<file path="src/rtl/game_ctrl_fsm.sv">
`default_nettype none
// ============================================================================
//  Module      : game_ctrl_fsm
//  Description : Turn controller for the connect-four datapath. Clears the
//                board, accepts a column choice, hands it to the move
//                validator, writes the validated column words back to the
//                on/off and player board memories, then asks the logic unit
//                for a win check before rotating to the next player.
//  Revision    : 1.0 - initial release
// ============================================================================
module game_ctrl_fsm #(
    parameter int NUM_COLS    = 7,
    parameter int NUM_ROWS    = 6,
    parameter int NUM_PLAYERS = 2,
    parameter int ADDR_W      = 3,
    parameter int PLAYER_W    = 1,
    parameter int MOVE_W      = 6
) (
    input  logic                         clk,
    input  logic                         reset,
    input  logic                         play,
    input  logic                         valid_input,
    input  logic [ADDR_W-1:0]            decoder_addr,
    input  logic                         validator_done,
    input  logic                         validator_ok,
    input  logic [NUM_ROWS-1:0]          validator_onoff,
    input  logic [NUM_ROWS*PLAYER_W-1:0] validator_player,
    input  logic                         logic_done,
    input  logic                         logic_win,
    output logic [PLAYER_W-1:0]          cur_player,
    output logic                         game_finished,
    output logic [PLAYER_W-1:0]          winner,
    output logic                         draw,
    output logic                         validator_go,
    output logic                         logic_go,
    output logic                         onoff_write,
    output logic                         player_write,
    output logic [ADDR_W-1:0]            mem_address,
    output logic [NUM_ROWS-1:0]          write_to_onoff,
    output logic [NUM_ROWS*PLAYER_W-1:0] write_to_player,
    output logic                         clearing
);

    // State encoding
    localparam logic [2:0] C_CLEAR        = 3'd0;
    localparam logic [2:0] C_WAIT_INPUT   = 3'd1;
    localparam logic [2:0] C_CHECK_INPUT  = 3'd2;
    localparam logic [2:0] C_UPDATE_GAME  = 3'd3;
    localparam logic [2:0] C_CHECK_WINNER = 3'd4;
    localparam logic [2:0] C_END_GAME     = 3'd5;

    // One extra bit on the column bound so NUM_COLS == 2**ADDR_W still compares correctly
    localparam logic [ADDR_W:0]     C_NUM_COLS    = (ADDR_W+1)'(NUM_COLS);
    localparam logic [ADDR_W-1:0]   C_LAST_COL    = ADDR_W'(NUM_COLS - 1);
    localparam logic [PLAYER_W-1:0] C_LAST_PLAYER = PLAYER_W'(NUM_PLAYERS - 1);
    localparam logic [MOVE_W-1:0]   C_MAX_MOVES   = MOVE_W'(NUM_COLS * NUM_ROWS);

    logic [2:0]                   state_q,     state_d;
    logic                         play_q;
    logic [ADDR_W-1:0]            clr_idx_q,   clr_idx_d;
    logic [ADDR_W-1:0]            col_q,       col_d;
    logic [NUM_ROWS-1:0]          onoff_q,     onoff_d;
    logic [NUM_ROWS*PLAYER_W-1:0] player_q,    player_d;
    logic [PLAYER_W-1:0]          cur_q,       cur_d;
    logic [MOVE_W-1:0]            move_cnt_q,  move_cnt_d;
    logic                         finished_q,  finished_d;
    logic                         draw_q,      draw_d;
    logic [PLAYER_W-1:0]          winner_q,    winner_d;

    logic play_rise;
    assign play_rise = play & ~play_q;

    // State and datapath registers with synchronous reset
    always_ff @(posedge clk) begin
        if (reset) begin
            state_q    <= C_CLEAR;
            play_q     <= 1'b0;
            clr_idx_q  <= '0;
            col_q      <= '0;
            onoff_q    <= '0;
            player_q   <= '0;
            cur_q      <= '0;
            move_cnt_q <= '0;
            finished_q <= 1'b0;
            draw_q     <= 1'b0;
            winner_q   <= '0;
        end else begin
            state_q    <= state_d;
            play_q     <= play;
            clr_idx_q  <= clr_idx_d;
            col_q      <= col_d;
            onoff_q    <= onoff_d;
            player_q   <= player_d;
            cur_q      <= cur_d;
            move_cnt_q <= move_cnt_d;
            finished_q <= finished_d;
            draw_q     <= draw_d;
            winner_q   <= winner_d;
        end
    end

    // Next-state and datapath update logic
    always_comb begin
        state_d    = state_q;
        clr_idx_d  = clr_idx_q;
        col_d      = col_q;
        onoff_d    = onoff_q;
        player_d   = player_q;
        cur_d      = cur_q;
        move_cnt_d = move_cnt_q;
        finished_d = finished_q;
        draw_d     = draw_q;
        winner_d   = winner_q;
        case (state_q)
            C_CLEAR: begin
                // Game status is wiped during the sweep so the new game starts clean
                cur_d      = '0;
                move_cnt_d = '0;
                finished_d = 1'b0;
                draw_d     = 1'b0;
                winner_d   = '0;
                if (clr_idx_q == C_LAST_COL) begin
                    clr_idx_d = '0;
                    state_d   = C_WAIT_INPUT;
                end else begin
                    clr_idx_d = clr_idx_q + ADDR_W'(1);
                end
            end
            C_WAIT_INPUT: begin
                if (play_rise && valid_input && ({1'b0, decoder_addr} < C_NUM_COLS)) begin
                    col_d   = decoder_addr;
                    state_d = C_CHECK_INPUT;
                end
            end
            C_CHECK_INPUT: begin
                if (validator_done) begin
                    onoff_d  = validator_onoff;
                    player_d = validator_player;
                    state_d  = validator_ok ? C_UPDATE_GAME : C_WAIT_INPUT;
                end
            end
            C_UPDATE_GAME: begin
                move_cnt_d = move_cnt_q + MOVE_W'(1);
                state_d    = C_CHECK_WINNER;
            end
            C_CHECK_WINNER: begin
                if (logic_done) begin
                    if (logic_win) begin
                        winner_d   = cur_q;
                        finished_d = 1'b1;
                        state_d    = C_END_GAME;
                    end else if (move_cnt_q == C_MAX_MOVES) begin
                        draw_d     = 1'b1;
                        finished_d = 1'b1;
                        state_d    = C_END_GAME;
                    end else begin
                        cur_d   = (cur_q == C_LAST_PLAYER) ? '0 : cur_q + PLAYER_W'(1);
                        state_d = C_WAIT_INPUT;
                    end
                end
            end
            C_END_GAME: begin
                if (play_rise) begin
                    state_d = C_CLEAR;
                end
            end
            default: begin
                state_d = C_CLEAR;
            end
        endcase
    end

    // Output decode from registered state only
    always_comb begin
        validator_go    = 1'b0;
        logic_go        = 1'b0;
        onoff_write     = 1'b0;
        player_write    = 1'b0;
        clearing        = 1'b0;
        mem_address     = '0;
        write_to_onoff  = '0;
        write_to_player = '0;
        case (state_q)
            C_CLEAR: begin
                onoff_write  = 1'b1;
                player_write = 1'b1;
                clearing     = 1'b1;
                mem_address  = clr_idx_q;
            end
            C_CHECK_INPUT: begin
                validator_go = 1'b1;
                mem_address  = col_q;
            end
            C_UPDATE_GAME: begin
                onoff_write     = 1'b1;
                player_write    = 1'b1;
                mem_address     = col_q;
                write_to_onoff  = onoff_q;
                write_to_player = player_q;
            end
            C_CHECK_WINNER: begin
                logic_go = 1'b1;
            end
            default: begin
            end
        endcase
    end

    assign cur_player    = cur_q;
    assign game_finished = finished_q;
    assign winner        = winner_q;
    assign draw          = draw_q;

endmodule
`default_nettype wire

</file>
<file path="config.mk">
export PLATFORM = sky130hd
export DESIGN_NAME = game_ctrl_fsm
export DESIGN_NICKNAME = d
export VERILOG_FILES = /design/src/rtl/game_ctrl_fsm.sv
export SDC_FILE = /design/constraint.sdc
export NUM_CORES = 1
export LEC_CHECK = 0
export BUFFER_PORTS_ARGS = -buffer_cell sky130_fd_sc_hd__buf_4
export CORE_MARGIN = 2
export CORE_UTILIZATION = 45
export CTS_CLUSTER_DIAMETER = 50
export DETAILED_ROUTE_END_ITERATION = 7
export GPL_ROUTABILITY_DRIVEN = 0
export PLACE_DENSITY_LB_ADDON = 0.08
export REMOVE_ABC_BUFFERS = 1
export SLEW_MARGIN = 25
export SYNTH_ARGS = -nofsm -noshare
export SYNTH_HDL_FRONTEND = slang
export SYNTH_SLANG_ARGS = --single-unit
</file>
<file path="constraint.sdc">
create_clock -name clk -period 1.79 [get_ports clk]
set_input_delay 0.358 -clock clk [delete_from_list [all_inputs] [get_ports clk]]
set_output_delay 0.358 -clock clk [all_outputs]
set_load 0.01 [all_outputs]
</file>
==> results.ini, run 1 <==
[status]
status = finished, final reports clean

[cells_and_area]
drive_above_1_share = 0.3266
mostFrequentLayoutCell = buf_4
multiInputGateArea_um2 = 869.6
nNetsFinal = 272
fillers = 307
layout-area-overhead-vs-synth_pct = 32.15
seqCellArea_um2 = 646.9
final_util = 0.6254
final_cell_mix = buf_4, nand2_1, dfxtp_1
diodes = 0
final_cells = 294

[sta]
fin_worst_skew_ps = 2.283
relSlewSlack = 0.7163
post-route-min-period_ps = 1731
slew_viol_final = 0
setup_viol = 0
fmax_mhz = 577.7
worst_pin_slew_ps = 425.6
finalHoldViolCount = 0
rsz0062_at_grt = yes
post-route-period-util = 0.9670

[power_and_ir_drop]
total_power_mw = 1.274
max-vdd-ir-drop_mv = 0.3652
powerDensity_nw_per_um2 = 605.9
p_leak_nw = 0.9058

[global_routing]
grt_pass1_wl_mm = 6.299
overflow = 0
grt_use_total = 0.1979
grt_max_degree = 34
grt_pass1_vias = 1421
antenna_found_initial = 0

[clocking]
cts_tree = yes
clk_latency_ps = 320
root_buffer = clkbuf_4
clock_sinks = 32
htree_num_levels = 2
hold_buffers = 0
cts_buffers = 5
clockBufferDepth = 2
path_clk_slew_ps = 90

[floorplanning]
pin_count = 47
initial_core_util = 0.4732
die_w_um = 63.47
core_area_um2 = 3363
die_h_um = 63.47
die_area_um2 = 4028
rows = 21

[critical_path]
crit_family = simple AND/OR/NAND/NOR gates
crit_chain = or3_4 > clkinv_4 > nor2_2 > inv_2 > buf_4
slowest_stage = or3_4
path_class = reg -> out
path_max_fanout = 5
arrival_ps = 1370
cp_slowest_stage_delay_ps = 410
start_kind = flip-flop
crit_required_ps = 1430
r2r_setup_slack_ps = 290
timing.critical_path.buf_inv = 3
end_kind = output pin

[drt]
first_pass_iters = 4
routed-via-count = 1517
drtIter0Drc = 78
avgViaCountPerCell = 5.160
ant_nets = 0
totalWireLength_mm = 3.652
drc = 0
wl_per_cell_um = 12.42

[logic_synthesis]
synth_ff_type = dfxtp_1
synth_area_per_cell_um2 = 8.120
ys_ff_latch = 32
seq_area_frac_synth = 0.4025
netlist_area_um2 = 1592
async_reset_ff_frac = 0
synth.distinct_cells = 39
synth_enable_flop_cells = 0
synth_cells = 196
yosys_warnings = 0

[placement]
port-buffer-count = 46
place_hpwl_mm = 2.604
post-place-cells = 283

[job]
cap_violations = 0

[min_path]
hp-class = in -> reg

per-stage QoR:
stage	setup TNS [ps]	cell area [µm²]	hold WS, ps	worst slack [ps]
finish	0	2103	257.8	59.06
detailed placement	0	1981	444.1	251.4
CTS	0	2073	241.2	4.461
global route	-26.92	2103	238.3	-23.97
global placement	0	1981	438.2	283.8
floorplan	0	1510	425.7	94.84
final timing paths:
check | from | end | cells past startpoint
worst max-delay path | state_q[2]$_SDFFE_PP0P_ | player_write | 5
worst min register to register | onoff_q[0]$_SDFFE_PP0P_ | onoff_q[0]$_SDFFE_PP0P_ | 2
worst min-delay path | play | play_q$_SDFF_PP0_ | 2
worst max register to register | state_q[1]$_SDFFE_PP0P_ | col_q[1]$_SDFFE_PP0P_ | 4
flip-flops by register name, indices dropped and copies added, names as in the netlist:
name and cells:
clr_idx_q 3, col_q 3, cur_player 1, draw 1, game_finished 1, move_cnt_q 6
onoff_q 6, play_q 1, player_q 6, state_q 3, winner 1
what timing repair did:
item,4_1_cts,5_1_grt
gates resized for setup,5,10
pin swaps,0,1
buffers inserted,3,0
endpoints found under the setup margin,14,12
where the power goes:
group / internal [mW] / total, mW / switching (mW)
combinational: 0.0671 / 0.119 / 0.0517
clock: 0.194 / 0.427 / 0.233
sequential: 0.718 / 0.729 / 0.0106
total: 0.979 / 1.27 / 0.296
final cells by class:
type / instances / area share
timing repair buffer: 58 / 0.2124
inverter: 5 / 0.01130
clock buffer: 8 / 0.02796
sequential: 32 / 0.3076
multi-input combinational: 145 / 0.4134
tap: 46 / 0.02736
layer usage:
layer | GRT usage | routed length (µm)
met2 | 0.3316 | 1854
met1 | 0.2329 | 1558
met5 | 0 | 0
met3 | 0.06786 | 210
met4 | 0.07337 | 28
synth_stat cells (all sizes together), types with 3 or more instances:
library cell | count | area (µm²)
inv | 5 | 23.77
nand4b | 4 | 35.03
dfxtp | 32 | 640.6
buf | 6 | 51.30
nand2 | 30 | 112.6
nand3 | 3 | 15.01
mux2i | 5 | 50.05
nor2 | 20 | 77.58
nand2b | 3 | 18.77
nand3b | 4 | 30.03
clkbuf | 8 | 30.03
and2 | 13 | 81.33
a21oi | 27 | 135.1
nor3b | 7 | 57.55
o21ai | 6 | 33.78
cell families (layout without fill, tap and decap cells):
kind of cell / Yosys count / in the layout / synth area share
flops: 32 / 32 / 0.4025
fa+ha+maj: 2 / 2 / 0.01572
buf+inv: 19 / 71 / 0.06604
compound gates: 39 / 39 / 0.1344
simple gates: 97 / 97 / 0.3357
mux: 7 / 7 / 0.04560
worst register-to-register path, delay by kind of cell, from the launching register on:
kind | cells | cell delay, ps
buffers and inverters | 1 | 160
and+or+nand+nor | 2 | 670
muxes | 1 | 200
DFF | 1 | 370
Note: power is estimated with default switching activity, not from simulation.
==> run 2: changes to the inputs <==
CORE_MARGIN = 1   (was 2)
==> results.ini, run 2 (synthesis results as in run 1) <==
[drt]
drc = 0
totalWireLength_mm = 3.599
first_pass_iters = 4
ant_nets = 0
drtIter0Drc = 57
avgViaCountPerCell = 5.129
routed-via-count = 1508
wl_per_cell_um = 12.24

[critical_path]
slowest_stage = or3_4
end_kind = output pin
crit_chain = or3_4 > clkinv_4 > nor2_2 > inv_2 > buf_6
crit_required_ps = 1430
cp_slowest_stage_delay_ps = 400
start_kind = flip-flop
path_class = reg -> out
arrival_ps = 1380
path_max_fanout = 5

[global_routing]
grt_max_degree = 34
grt_pass1_wl_mm = 5.685
overflow = 0
antenna_found_initial = 0
grt_use_total = 0.2062
grt_pass1_vias = 1378

[sta]
finalHoldViolCount = 0
relSlewSlack = 0.7107
holdWs_ps = 259.4
slew_viol_final = 0
fmax_mhz = 576.1
setup_viol = 0
setup_tns_ps = 0
worst_pin_slew_ps = 433.9
post-route-period-util = 0.9697
rsz0062_at_grt = yes
post-route-min-period_ps = 1736
fin_worst_skew_ps = 8.769

[cells_and_area]
design_area_um2 = 2120
final_cell_mix = buf_4, nand2_1, dfxtp_1
reg_top3 = move_cnt_q (6), onoff_q (6), player_q (6)
final_util = 0.6302
layout-area-overhead-vs-synth_pct = 33.18
fillers = 313
mostFrequentLayoutCell = buf_4
drive_above_1_share = 0.3185
nNetsFinal = 272
diodes = 0
final_cells = 294

[clocking]
htree_num_levels = 2
clockBufferDepth = 2
root_buffer = clkbuf_4
path_clk_slew_ps = 100
cts_tree = yes
cts_buffers = 5
clk_latency_ps = 320
clock_sinks = 32
hold_buffers = 0

[floorplanning]
die_area_um2 = 3779
core_area_um2 = 3363
rows = 21
pin_count = 47
die_h_um = 61.47
die_w_um = 61.47
initial_core_util = 0.4732

[placement]
place_hpwl_mm = 2.574
post-place-cells = 281
dpl-instance-area_um2 = 1966
port-buffer-count = 46

[power_and_ir_drop]
powerDensity_nw_per_um2 = 647.2
max-vdd-ir-drop_mv = 0.6644
p_leak_nw = 0.9045

[status]
status = finished, final reports clean

[job]
cap_violations = 0

[min_path]
hp-class = in -> reg

[run 2: cell types whose count changed in the layout (fill, tap and decap cells not counted), sizes merged]
cell,previous run,this run
clkbuf,8,6
bufinv,0,1
clkinv,1,2
[run 2: critical path, delay by kind of cell, from the launching register on]
| kind | cells | cell delay [ps] |
|---|---|---|
| buf+inv | 3 | 230 |
| flops | 1 | 360 |
| simple gates | 2 | 460 |
[run 2: metrics by stage]
stage | setup WS [ps] | power, mW
4_1_cts | 1.703 | 1.391
2_1_floorplan | 94.84 | 0.7865
6_report | 54.32 | 1.372
3_3_place_gp | 235.5 | 0.8562
3_5_place_dp | 191.6 | 0.8601
5_1_grt | -14.52 | 1.441
[run 2: area by class of cell]
type	instances	area (µm²)	area share
clock inverter	2	35.03	0.01653
tap	46	57.56	0.02715
sequential	32	651.9	0.3076
multi-input combinational	145	863.3	0.4073
clock buffer	6	41.29	0.01948
inverter	5	23.77	0.01122
timing repair buffer	58	446.7	0.2107
[run 2: metal layers]
layer  track usage  vias to the layer above  routed length [µm]
li1              -                      765                   -
met1        0.2234                      697                1546
met2        0.3773                       42                1811
met3       0.07563                        4                 208
met4       0.05714                        0                  33
met5             0                        -                   0
[run 2: repair_timing]
| action | CTS | global route |
|---|---|---|
| resized for setup | 8 | 7 |
| setup buffers | 5 | 0 |
| setup endpoints to repair | 14 | 16 |
| pin swaps | 0 | 1 |
[run 2: final timing paths]
path | from | to | slack (ps) | cells after the start
worst max-delay path | state_q[0]$_SDFFE_PP0P_ | onoff_write | 50 | 5
worst min-delay path | play | play_q$_SDFF_PP0_ | 260 | 2
worst max register to register | state_q[0]$_SDFFE_PP0P_ | player_q[1]$_SDFFE_PP0P_ | 170 | 6
worst min register to register | onoff_q[1]$_SDFFE_PP0P_ | onoff_q[1]$_SDFFE_PP0P_ | 460 | 2
[run 2: report_power, final]
part	switching, mW	internal, mW	total (mW)
Sequential	0.00990	0.715	0.725
Combinational	0.0511	0.0671	0.118
Clock	0.236	0.293	0.528
==> run 3: changes to the inputs <==
ABC_AREA = 1   (was not set)
BUFFER_PORTS_ARGS = -buffer_cell sky130_fd_sc_hd__clkbuf_2   (was -buffer_cell sky130_fd_sc_hd__buf_4)
GPL_TIMING_DRIVEN = 0   (was not set)
==> results.ini, run 3 <==
[power_and_ir_drop]
p_sw_frac = 0.3667
power.share.sequential = 0.383
intPower_mw = 1.540
max-vdd-ir-drop_mv = 0.6493
p_sw_mw = 0.8920
combPwrFrac = 0.360
total_power_mw = 2.432
p_leak_nw = 0.9418
powerDensity_nw_per_um2 = 1220
clkPwrFrac = 0.257

[global_routing]
overflow = 0
grt_use_total = 0.2006
grt_pass1_vias = 1303
grt_max_degree = 25
antenna_found_initial = 0
grt_pass1_wl_mm = 5.520

[drt]
totalWireLength_mm = 3.313
ant_nets = 0
first_pass_iters = 4
avgViaCountPerCell = 4.559
drc = 0
wl_per_cell_um = 10.07
drtIter0Drc = 63
routed-via-count = 1500

[clocking]
clock_sinks = 32
path_clk_slew_ps = 90
root_buffer = clkbuf_4
cts_tree = yes
clockBufferDepth = 2
clk_latency_ps = 340
htree_num_levels = 2
cts_buffers = 5

[logic_synthesis]
synth_cells = 232
synth_top_cell_by_area = dfxtp_1
synth_top_area_frac = 0.4051
synth_enable_flop_cells = 0
ys_ff_latch = 32
synth_ff_type = dfxtp_1
netlist_area_um2 = 1582
synth.distinct_cells = 22
async_reset_ff_frac = 0
yosysMostFrequentCell = nor2_1
yosys_warnings = 0
synth_commonest_cells = nor2_1, dfxtp_1, nand2_1
synth_area_per_cell_um2 = 6.817
synth.area.top_cells = dfxtp_1, nor2_1, nand2_1
seq_area_frac_synth = 0.4051

[floorplanning]
rows = 21
die_h_um = 61.29
die_w_um = 61.29
pin_count = 47
initial_core_util = 0.4702
die_area_um2 = 3756
core_area_um2 = 3363

[sta]
post-route-period-util = 0.9616
rsz0062_at_grt = no
worst_pin_slew_ps = 651.2
fin_worst_skew_ps = 8.462
post-route-min-period_ps = 1721
slew_viol_final = 0
finalHoldViolCount = 0
relSlewSlack = 0.5654
fmax_mhz = 581.0
setup_viol = 0

[job]
cap_violations = 0

[critical_path]
end_kind = output pin
crit_required_ps = 1430
start_kind = flip-flop
path_class = reg -> out
path_max_fanout = 6
arrival_ps = 1360

[cells_and_area]
final_cell_mix = clkbuf_2, nor2_1, nand2_1
fillers = 358
reg_top3 = move_cnt_q (6), onoff_q (6), player_q (6)
layout-area-overhead-vs-synth_pct = 26.03
design_area_um2 = 1993
diodes = 0
final_util = 0.5926
final_cells = 329
mostFrequentLayoutCell = clkbuf_2
drive_above_1_share = 0.2933
nNetsFinal = 307

[placement]
post-place-cells = 316
place_hpwl_mm = 2.281
dpl-instance-area_um2 = 1824
port-buffer-count = 46

[status]
status = finished, final reports clean

[min_path]
hp-class = in -> reg

-- run 3: cell count changes after synthesis, sizes merged, moves of 7 or more --
cell,previous run,this run
and2,13,0
inv,5,39
nand3,3,17
nor2,20,46
nor3b,7,0
o21ai,6,23
-- run 3: layout make-up --
cell class	instances	area, µm²	area share
multi-input cells	153	759.5	0.3810
flip-flops and latches	32	649.4	0.3258
repair buffers	51	280.3	0.1406
inverters	39	151.4	0.07596
clock buffers	7	65.06	0.03264
well taps	46	57.56	0.02888
clock inverters	1	30.03	0.01507
-- run 3: metrics by stage --
stage | TNS [ps] | setup WS [ps] | hold WS, ps
floorplan | 0 | 351.3 | 427.1
detailed placement | -7.167 | -3.936 | 444.9
global route | 0 | 8.854 | 259.9
CTS | 0 | 19.25 | 232.4
global placement | 0 | 24.11 | 441.2
finish | 0 | 68.75 | 234.6
-- run 3: timing repair --
action | in CTS | in global routing
buffers inserted | 3 | 2
resized for setup | 5 | 5
setup endpoints to repair | 17 | 6
pin swaps | 1 | 1
hold buffers | 0 | 0
-- run 3: per-layer routing --
layer / vias up / track usage / part of all wire
met5: - / 0 / 0
met3: 4 / 0.06723 / 0.059
met1: 626 / 0.2571 / 0.51
met4: 0 / 0.08442 / 0.011
met2: 35 / 0.3090 / 0.42
li1: 835 / - / -
-- run 3: logic make-up (layout without fill, tap and decap cells) --
kind of cell    after synthesis  after routing  share of synthesized area
simple gates                102            102                     0.2983
compound gates               49             49                     0.1598
buf+inv                      47             98                     0.1210
flops                        32             32                     0.4051
fa+ha+maj                     2              2                    0.01582
-- run 3: worst paths after layout --
path	startpoint	to	slack (ps)	depth (start not counted)
worst max-delay path	state_q[1]$_SDFFE_PP0P_	mem_address[0]	70	6
worst min-delay path	play	play_q$_SDFF_PP0_	230	3
worst max register to register	state_q[1]$_SDFFE_PP0P_	col_q[2]$_SDFFE_PP0P_	410	7
worst min register to register	player_q[1]$_SDFFE_PP0P_	player_q[1]$_SDFFE_PP0P_	460	2
-- run 3: critical path, stage by stage, from the launching register on --
cell      delay, ps
dfxtp_4         380
nor2_4          170
nand2_4         100
inv_2           110
nand2_1          90
nand2_1          60
clkbuf_2        120
-- run 3: power groups by stage --
stage / Combinational (mW) / Clock, mW / Sequential, mW
finish: 0.875 / 0.626 / 0.931
global route: 1.01 / 0.660 / 0.947
CTS: 0.843 / 0.631 / 0.940
detailed placement: 0.823 / 0 / 0.945
global placement: 0.819 / 0 / 0.945
floorplan: 0.589 / 0 / 0.941
